==> src/rtl/nts_rx_fetch_pkg.sv <==
// Shared definitions for the NTS RX fetch engine: FSM state encodings,
// RX read size codes, the well-known destination channel indices and the
// tail byte-mask helper used by the lane packer.
package nts_rx_fetch_pkg;

   typedef enum logic [2:0] {
      ST_IDLE  = 3'd0,
      ST_CHECK = 3'd1,
      ST_REQ   = 3'd2,
      ST_WAIT  = 3'd3,
      ST_WRITE = 3'd4,
      ST_DONE  = 3'd5
   } state_e;

   // RX buffer read size codes
   localparam logic [2:0] WS_8  = 3'd0;
   localparam logic [2:0] WS_16 = 3'd1;
   localparam logic [2:0] WS_32 = 3'd2;
   localparam logic [2:0] WS_64 = 3'd3;

   // Destination regions consumed by the AES-SIV core
   localparam logic [2:0] CH_AD    = 3'd0;
   localparam logic [2:0] CH_NONCE = 3'd1;
   localparam logic [2:0] CH_TAG   = 3'd2;
   localparam logic [2:0] CH_PC    = 3'd3;

   // Byte b of a 64-bit read sits in [63-8b -: 8]; keep it only while
   // b is below the number of bytes still owed to the destination.
   function automatic logic [63:0] tail_mask64(input logic [9:0] rem);
      logic [63:0] m;
      m = '0;
      for (int b = 0; b < 8; b++) begin
         if (rem > 10'(b)) m[63-8*b -: 8] = 8'hFF;
      end
      return m;
   endfunction

endpackage

==> src/rtl/nts_rx_fetch_packer.sv <==
// Lane packer: collects 64-bit RX reads into one RAM_WIDTH-bit word,
// MSB lane first, zeroing bytes past the remaining count.
// Ports: i_clr empties the word (start/after write), i_vld loads i_dat into
//   the next lane masked by i_rem; o_word is the word being built,
//   o_lane_last flags that the next load fills the final lane.
module nts_rx_fetch_packer
   import nts_rx_fetch_pkg::*;
#(
   parameter int RAM_WIDTH = 128
)(
   input  logic                 i_clk,
   input  logic                 i_areset,
   input  logic                 i_clr,
   input  logic                 i_vld,
   input  logic [63:0]          i_dat,
   input  logic [9:0]           i_rem,
   output logic [RAM_WIDTH-1:0] o_word,
   output logic                 o_lane_last
);

   localparam int LANES = RAM_WIDTH / 64;

   logic [RAM_WIDTH-1:0] word_q, word_d;
   logic [1:0]           lane_q, lane_d;

   always_comb begin
      word_d = word_q;
      lane_d = lane_q;
      if (i_clr) begin
         // clearing here is what makes unfilled tail lanes read as zero
         word_d = '0;
         lane_d = '0;
      end else if (i_vld) begin
         for (int l = 0; l < LANES; l++) begin
            if (lane_q == 2'(l)) word_d[RAM_WIDTH-1-64*l -: 64] = i_dat & tail_mask64(i_rem);
         end
         lane_d = lane_q + 2'd1;
      end
   end

   always_ff @(posedge i_clk or posedge i_areset) begin
      if (i_areset) begin
         word_q <= '0;
         lane_q <= '0;
      end else begin
         word_q <= word_d;
         lane_q <= lane_d;
      end
   end

   assign o_word      = word_q;
   assign o_lane_last = (lane_q == 2'(LANES - 1));

endmodule

==> src/rtl/nts_rx_fetch_engine.sv <==
// RX-buffer-to-RAM copy engine: fetches a byte range with 64-bit reads,
// packs them into RAM_WIDTH-bit words (zero tail) and writes them into a
// channel region, recording the copied length per channel.
// Ports: i_start/i_channel/i_src_addr/i_bytes/i_dst_addr command;
//   o_busy/o_done/o_error/o_len status; o_rx_* / i_rx_* RX read port;
//   o_ram_* destination RAM write port.
// Optional: define NTS_RX_FETCH_TIMEOUT_EN for a WAIT-state watchdog.
module nts_rx_fetch_engine
   import nts_rx_fetch_pkg::*;
#(
   parameter int RX_PORT_WIDTH  = 64,
   parameter int ADDR_WIDTH     = 8,
   parameter int RAM_WIDTH      = 128,
   parameter int RAM_ADDR_WIDTH = 8,
   parameter int CHANNELS       = 4,
   parameter int TIMEOUT_CYCLES = 255
)(
   input  logic                      i_clk,
   input  logic                      i_areset,
   input  logic                      i_start,
   input  logic [2:0]                i_channel,
   input  logic [ADDR_WIDTH+2:0]     i_src_addr,
   input  logic [9:0]                i_bytes,
   input  logic [RAM_ADDR_WIDTH-1:0] i_dst_addr,
   output logic                      o_busy,
   output logic                      o_done,
   output logic                      o_error,
   output logic [CHANNELS*10-1:0]    o_len,
   input  logic                      i_rx_wait,
   output logic [ADDR_WIDTH+2:0]     o_rx_addr,
   output logic [2:0]                o_rx_wordsize,
   output logic                      o_rx_rd_en,
   input  logic                      i_rx_rd_dv,
   input  logic [RX_PORT_WIDTH-1:0]  i_rx_rd_data,
   output logic                      o_ram_we,
   output logic [RAM_ADDR_WIDTH-1:0] o_ram_addr,
   output logic [RAM_WIDTH-1:0]      o_ram_wdata
);

   localparam int BAW      = ADDR_WIDTH + 3;
   localparam int BPW_LOG2 = (RAM_WIDTH == 128) ? 4 : 3;
   localparam int CW       = RAM_ADDR_WIDTH + 12;

   state_e                    state_q, state_d;
   logic [2:0]                ch_q, ch_d;
   logic [BAW-1:0]            rd_addr_q, rd_addr_d;
   logic [9:0]                bytes_q, bytes_d;
   logic [9:0]                rem_q, rem_d;
   logic [RAM_ADDR_WIDTH-1:0] dst_q, dst_d;
   logic                      err_q, err_d;
   logic                      last_q, last_d;
   logic [CHANNELS*10-1:0]    len_q, len_d;

   logic                      pk_clr, pk_vld, pk_lane_last;
   logic [RAM_WIDTH-1:0]      pk_word;
   logic [CW-1:0]             end_word;
   logic                      bad_req;
   logic                      rd_en;
   logic                      wd_hit;

`ifdef NTS_RX_FETCH_TIMEOUT_EN
   localparam int WDW = $clog2(TIMEOUT_CYCLES + 1);
   logic [WDW-1:0] wd_q, wd_d;

   // counts consecutive WAIT cycles; restarts for every read
   always_comb begin
      wd_d = '0;
      if (state_q == ST_WAIT) wd_d = wd_q + WDW'(1);
   end

   always_ff @(posedge i_clk or posedge i_areset) begin
      if (i_areset) wd_q <= '0;
      else          wd_q <= wd_d;
   end

   assign wd_hit = (state_q == ST_WAIT) && (32'(wd_q) >= 32'(TIMEOUT_CYCLES - 1));
`else
   logic unused_timeout;
   assign unused_timeout = (TIMEOUT_CYCLES != 0);
   assign wd_hit         = 1'b0;
`endif

   // One past the last destination word the copy would touch; a copy
   // that would run past the top of the RAM is rejected instead of wrapping.
   always_comb begin
      end_word = CW'(dst_q) + ((CW'(bytes_q) + CW'((1 << BPW_LOG2) - 1)) >> BPW_LOG2);
      bad_req  = (bytes_q == 10'd0) || (32'(ch_q) >= 32'(CHANNELS)) ||
                 (end_word > CW'(1 << RAM_ADDR_WIDTH));
   end

   always_comb begin
      state_d   = state_q;
      ch_d      = ch_q;
      rd_addr_d = rd_addr_q;
      bytes_d   = bytes_q;
      rem_d     = rem_q;
      dst_d     = dst_q;
      err_d     = err_q;
      last_d    = last_q;
      len_d     = len_q;
      pk_clr    = 1'b0;
      pk_vld    = 1'b0;
      rd_en     = 1'b0;

      case (state_q)
         ST_IDLE, ST_DONE: begin
            // o_busy is already low in DONE, so a back-to-back start is taken
            if (i_start) begin
               state_d   = ST_CHECK;
               ch_d      = i_channel;
               rd_addr_d = i_src_addr;
               bytes_d   = i_bytes;
               rem_d     = i_bytes;
               dst_d     = i_dst_addr;
               err_d     = 1'b0;
               last_d    = 1'b0;
               pk_clr    = 1'b1;
            end else begin
               state_d = ST_IDLE;
            end
         end
         ST_CHECK: begin
            if (bad_req) begin
               err_d   = 1'b1;
               state_d = ST_DONE;
            end else begin
               state_d = ST_REQ;
            end
         end
         ST_REQ: begin
            if (!i_rx_wait) begin
               rd_en     = 1'b1;
               rd_addr_d = rd_addr_q + BAW'(8);
               state_d   = ST_WAIT;
            end
         end
         ST_WAIT: begin
            if (i_rx_rd_dv) begin
               pk_vld = 1'b1;
               rem_d  = (rem_q > 10'd8) ? rem_q - 10'd8 : 10'd0;
               if (rem_q <= 10'd8) last_d = 1'b1;
               state_d = (rem_q <= 10'd8 || pk_lane_last) ? ST_WRITE : ST_REQ;
            end else if (wd_hit) begin
               err_d   = 1'b1;
               state_d = ST_DONE;
            end
         end
         ST_WRITE: begin
            pk_clr = 1'b1;
            dst_d  = dst_q + RAM_ADDR_WIDTH'(1);
            if (last_q) begin
               state_d = ST_DONE;
               for (int c = 0; c < CHANNELS; c++) begin
                  if (32'(ch_q) == 32'(c)) len_d[c*10 +: 10] = bytes_q;
               end
            end else begin
               state_d = ST_REQ;
            end
         end
         default: state_d = ST_IDLE;
      endcase
   end

   always_ff @(posedge i_clk or posedge i_areset) begin
      if (i_areset) begin
         state_q   <= ST_IDLE;
         ch_q      <= '0;
         rd_addr_q <= '0;
         bytes_q   <= '0;
         rem_q     <= '0;
         dst_q     <= '0;
         err_q     <= 1'b0;
         last_q    <= 1'b0;
         len_q     <= '0;
      end else begin
         state_q   <= state_d;
         ch_q      <= ch_d;
         rd_addr_q <= rd_addr_d;
         bytes_q   <= bytes_d;
         rem_q     <= rem_d;
         dst_q     <= dst_d;
         err_q     <= err_d;
         last_q    <= last_d;
         len_q     <= len_d;
      end
   end

   nts_rx_fetch_packer #(
      .RAM_WIDTH (RAM_WIDTH)
   ) u_packer (
      .i_clk       (i_clk),
      .i_areset    (i_areset),
      .i_clr       (pk_clr),
      .i_vld       (pk_vld),
      .i_dat       (i_rx_rd_data),
      .i_rem       (rem_q),
      .o_word      (pk_word),
      .o_lane_last (pk_lane_last)
   );

   assign o_busy        = (state_q == ST_CHECK) || (state_q == ST_REQ) ||
                          (state_q == ST_WAIT)  || (state_q == ST_WRITE);
   assign o_done        = (state_q == ST_DONE);
   assign o_error       = err_q;
   assign o_len         = len_q;
   assign o_rx_addr     = rd_addr_q;
   assign o_rx_wordsize = WS_64;
   assign o_rx_rd_en    = rd_en;
   assign o_ram_we      = (state_q == ST_WRITE);
   assign o_ram_addr    = dst_q;
   assign o_ram_wdata   = pk_word;

endmodule

==> config.mk <==
export PLATFORM = sky130hd
export DESIGN_NAME = nts_rx_fetch_engine
export DESIGN_NICKNAME = d
export VERILOG_FILES = /design/src/rtl/nts_rx_fetch_pkg.sv /design/src/rtl/nts_rx_fetch_packer.sv /design/src/rtl/nts_rx_fetch_engine.sv
export SDC_FILE = /design/constraint.sdc
export NUM_CORES = 1
export LEC_CHECK = 0
export BUFFER_PORTS_ARGS = -buffer_cell sky130_fd_sc_hd__buf_2
export CORE_UTILIZATION = 55
export CTS_CLUSTER_DIAMETER = 40
export DETAILED_ROUTE_END_ITERATION = 10
export HOLD_SLACK_MARGIN = 0.15
export PLACE_DENSITY = 0.85
export SLEW_MARGIN = 20
export SYNTH_ARGS = -nofsm -noshare
export SYNTH_HDL_FRONTEND = slang
export SYNTH_SLANG_ARGS = --single-unit
==> constraint.sdc <==
create_clock -name i_clk -period 20.1 [get_ports i_clk]
set_clock_uncertainty 0.2 [all_clocks]
set_input_delay 1.005 -clock i_clk [delete_from_list [all_inputs] [get_ports i_clk]]
set_output_delay 1.005 -clock i_clk [all_outputs]
set_load 0.005 [all_outputs]
==> key figures <==
Yosys
  • Cell count after synthesis: 840
  • Seq/Total Area, Yosys: 57.26%
  • Synth cell count leaders: dfrtp_1 (217), nand2_1 (104), a22o_1 (98), a21oi_1 (57), nand3_1 (49)
  • EDFF count, synth: 0
  • Mapped Area: 0.009484 mm²
  • Yosys top cell by area: dfrtp_1
  • Area contributors post-synth: dfrtp_1 (57%), a22o_1 (9.1%), mux2_2 (4.6%)
  • Yosys warns: 0
  • Post-synth top area share: 57.26%
  • Syn_area_per_cell: 11.29 µm²
  • FFs w/ async S/R, synth: 100.0%
  • Count leader, synth: dfrtp_1
  • Ys flop type: dfrtp_1
  • Synthesized flop and latch total: 217
  • Netlist cell types: 74

Layout
  • Nets: 1237
  • Share of layout cells above drive strength 1: 36.08%
  • Fillers: 1201
  • Area Growth Syn to Fin: 26.75%

STA
  • Slew HR: 36.49%
  • Fin crit share: 18.77%
  • Fin crit period: 3772 ps
  • Fmax: 265.1 MHz
  • Worst hold slack: 272.5 ps
  • Actual slew at the worst max-slew pin: 950.4 ps
  • RSZ-0062 raised after global routing: no
  • Fin. Hold Viols: 0
  • Fin. max-slew vios: 0
  • Final setup fails: 0
  • Total negative setup slack: 0 ps

Drt
  • Antenna Nets Post-Route: 0
  • Pre-antenna DRT Iters: 5
  • Via/cell ratio: 5.954
  • Final wirelength: 26.93 mm
  • Detailed-route via count: 8115
  • Initial DRC Count: 599
  • Drt wl/cell: 19.76 µm
  • DR DRC count: 0

Setup path
  • Setup slack, reg-to-reg: 16330 ps
  • CP top delay family: simple AND/OR/NAND/NOR gates
  • Worst r2r src: bytes_q[0]
  • Setup crit end kind: flip-flop
  • CP Launch Point: bytes_q[0]
  • Worst path bufs/invs: 0
  • Reg2reg end: state_q[2]
  • CP Cell Sequence: nor4_1, nor2b_1, nand4_1, nor2_1, xor2_1, ha_1, or3b_1, a2111oi_2, o2111ai_1, o41ai_2, o211ai_1
  • CP max-delay cell: nor4_1
  • Critical path's largest stage delay: 730 ps
  • Critical Path Start Type: flip-flop
  • CP max FO: 6
  • R2R depth: 11
  • CP arrival: 3960 ps
  • Kind of critical path: flip-flop to flip-flop
  • Worst endpoint required time: 20290 ps

Hold path
  • WHS Path Cells: 2
  • Hold Path Sink: o_rx_addr[1]
  • Hold_sp: o_rx_addr[1]
  • Worst Hold Class: flip-flop to flip-flop

Placed design
  • Final Wtd Congestion: 0.8724
  • Number of port buffers: 292
  • DP HPWL: 18.20 mm

Floorplan
  • Die width: 133.3 µm
  • Die H: 133.3 µm
  • I/O pins: 296
  • Cell row count: 47
  • Core area: 0.01670 mm²
  • Initial Util: 56.79%
  • Die area: 0.01777 mm²

CTS
  • Post-CTS sizing: 0
  • # clock sinks: 217
  • Clk buf depth: 3
  • Clock Latency Late Sink: 540 ps
  • CTS buffer count: 28
  • Postcts setup bufs: 0
  • H-tree depth: 1
  • Clock-pin slew on the worst setup and hold paths: 60 ps
  • Root buf cell: clkbuf_16
  • TritonCTS clock tree: yes
  • Hold_buf cts: 0

Power and ir drop
  • Pwr dens: 158.7 mW/mm²
  • Leak: 0.006288 µW
  • Worst vdd rail ir drop: 0.08500 mV

Global route
  • Gr ovfl total: 0
  • First-pass GRT wire length: 42.25 mm
  • Largest net degree at the start of global routing: 116
  • Vias in the first global route: 8013
  • Total global-route track usage: 29.99%
  • Initial antenna violation count: 1

Job
  • Max Cap Viol: 0

Outcome
  • Status: finished clean
[area by class of cell]
| class | instances | area (µm²) | area share [%] |
|---|---|---|---|
| diodes | 1 | 2.502 | 0.02082 |
| flip-flops and latches | 217 | 5430 | 45.17 |
| multi-input cells | 558 | 3730 | 31.03 |
| clock buffers | 32 | 735.7 | 6.120 |
| well taps | 220 | 275.3 | 2.290 |
| repair buffers | 298 | 1546 | 12.86 |
| inverters | 19 | 78.83 | 0.6557 |
| clock inverters | 18 | 222.7 | 1.853 |
[power by group]
part	switching (µW)	internal (µW)
Clock	202	307
Sequential	136	583
Combinational	375	305
[worst max-delay path by stage]
stage | to | slack, ps | cells past startpoint
after floorplan | bytes_q[0] | 12960 | 1
after global placement | state_q[2] | 16530 | 11
after detailed placement | o_error | 16400 | 11
after CTS | state_q[2] | 16370 | 11
after global routing | state_q[0] | 16220 | 11
final | state_q[2] | 16330 | 11
[worst min-delay path, stage by stage, from the launching register on]
cell and delay, ps:
dfrtp_1 340, nand2_1 50, nand2_1 60
[registers in the layout, indices dropped and copies added (netlist names)]
register,count
bytes_q,10
ch_q,3
last_q,1
o_error,1
o_len,40
o_ram_addr,8
o_rx_addr,11
rem_q,10
state_q,3
u_packer.lane_q,2
u_packer.o_word,128
[metal layers]
layer / vias to the layer above / track usage [%] / part of all wire, %
li1: 3623 / - / -
met4: 0 / 12.12 / 3.4
met1: 4025 / 38.95 / 40
met2: 397 / 49.31 / 48
met5: - / 0 / 0
met3: 70 / 6.240 / 8.7
[per-stage QoR]
step	util, %	setup WS [ps]	std cells	cell area, µm²	total power [µW]
2_1_floorplan	-	12960	841	9488	1133
3_3_place_gp	65.90	16530	1310	11010	1349
3_5_place_dp	65.90	16400	1310	11010	1376
4_1_cts	71.64	16370	1360	11960	1895
5_1_grt	71.98	16220	1363	12020	2017
6_report	71.98	16330	1363	12020	1907
[cell families (layout without fill, tap and decap cells)]
group                      after synthesis  in the layout  share of synthesized area, %
and+or+nand+nor                        252            252                         12.70
muxes                                   42             42                         4.960
DFF                                    217            217                         57.26
AOI/OAI and AO/OA                      236            236                         18.30
xor gates and xnor gates                11             11                         1.016
adders and majority gates               14             14                         1.926
buffers and inverters                   66            367                         3.760
other                                    2              4                       0.07919
[placed cells by master, fill, tap and decap left out, types with 3 or more instances in the layout]
| master | synthesis | layout |
|---|---|---|
| xor2_1 | 3 | 3 |
| nor2_2 | 2 | 3 |
| nand4_1 | 6 | 6 |
| conb_1 | 2 | 3 |
| xnor2_1 | 8 | 8 |
| nor2_1 | 47 | 44 |
| clkinvlp_4 | 0 | 3 |
| o21ai_0 | 27 | 27 |
| dfrtp_1 | 217 | 217 |
| or2_2 | 3 | 3 |
| clkbuf_16 | 0 | 28 |
| nand3_1 | 49 | 49 |
| and2_1 | 5 | 5 |
| o21ai_1 | 3 | 3 |
| a211oi_1 | 5 | 5 |
| inv_1 | 18 | 17 |
| bufinv_16 | 0 | 3 |
| a22o_1 | 98 | 98 |
| buf_2 | 16 | 292 |
| o22ai_1 | 5 | 5 |
| ha_1 | 13 | 13 |
| o32ai_1 | 3 | 3 |
| and3_1 | 3 | 3 |
| a31oi_1 | 7 | 7 |
| nand2_1 | 104 | 104 |
| nand3b_1 | 3 | 3 |
| a21boi_0 | 3 | 3 |
| nor3_1 | 10 | 10 |
| inv_8 | 0 | 3 |
| a21oi_1 | 57 | 56 |
| inv_6 | 0 | 6 |
| nor4_1 | 3 | 3 |
| buf_4 | 9 | 4 |
| mux2_2 | 39 | 39 |
(Power assumes the default switching activity.)
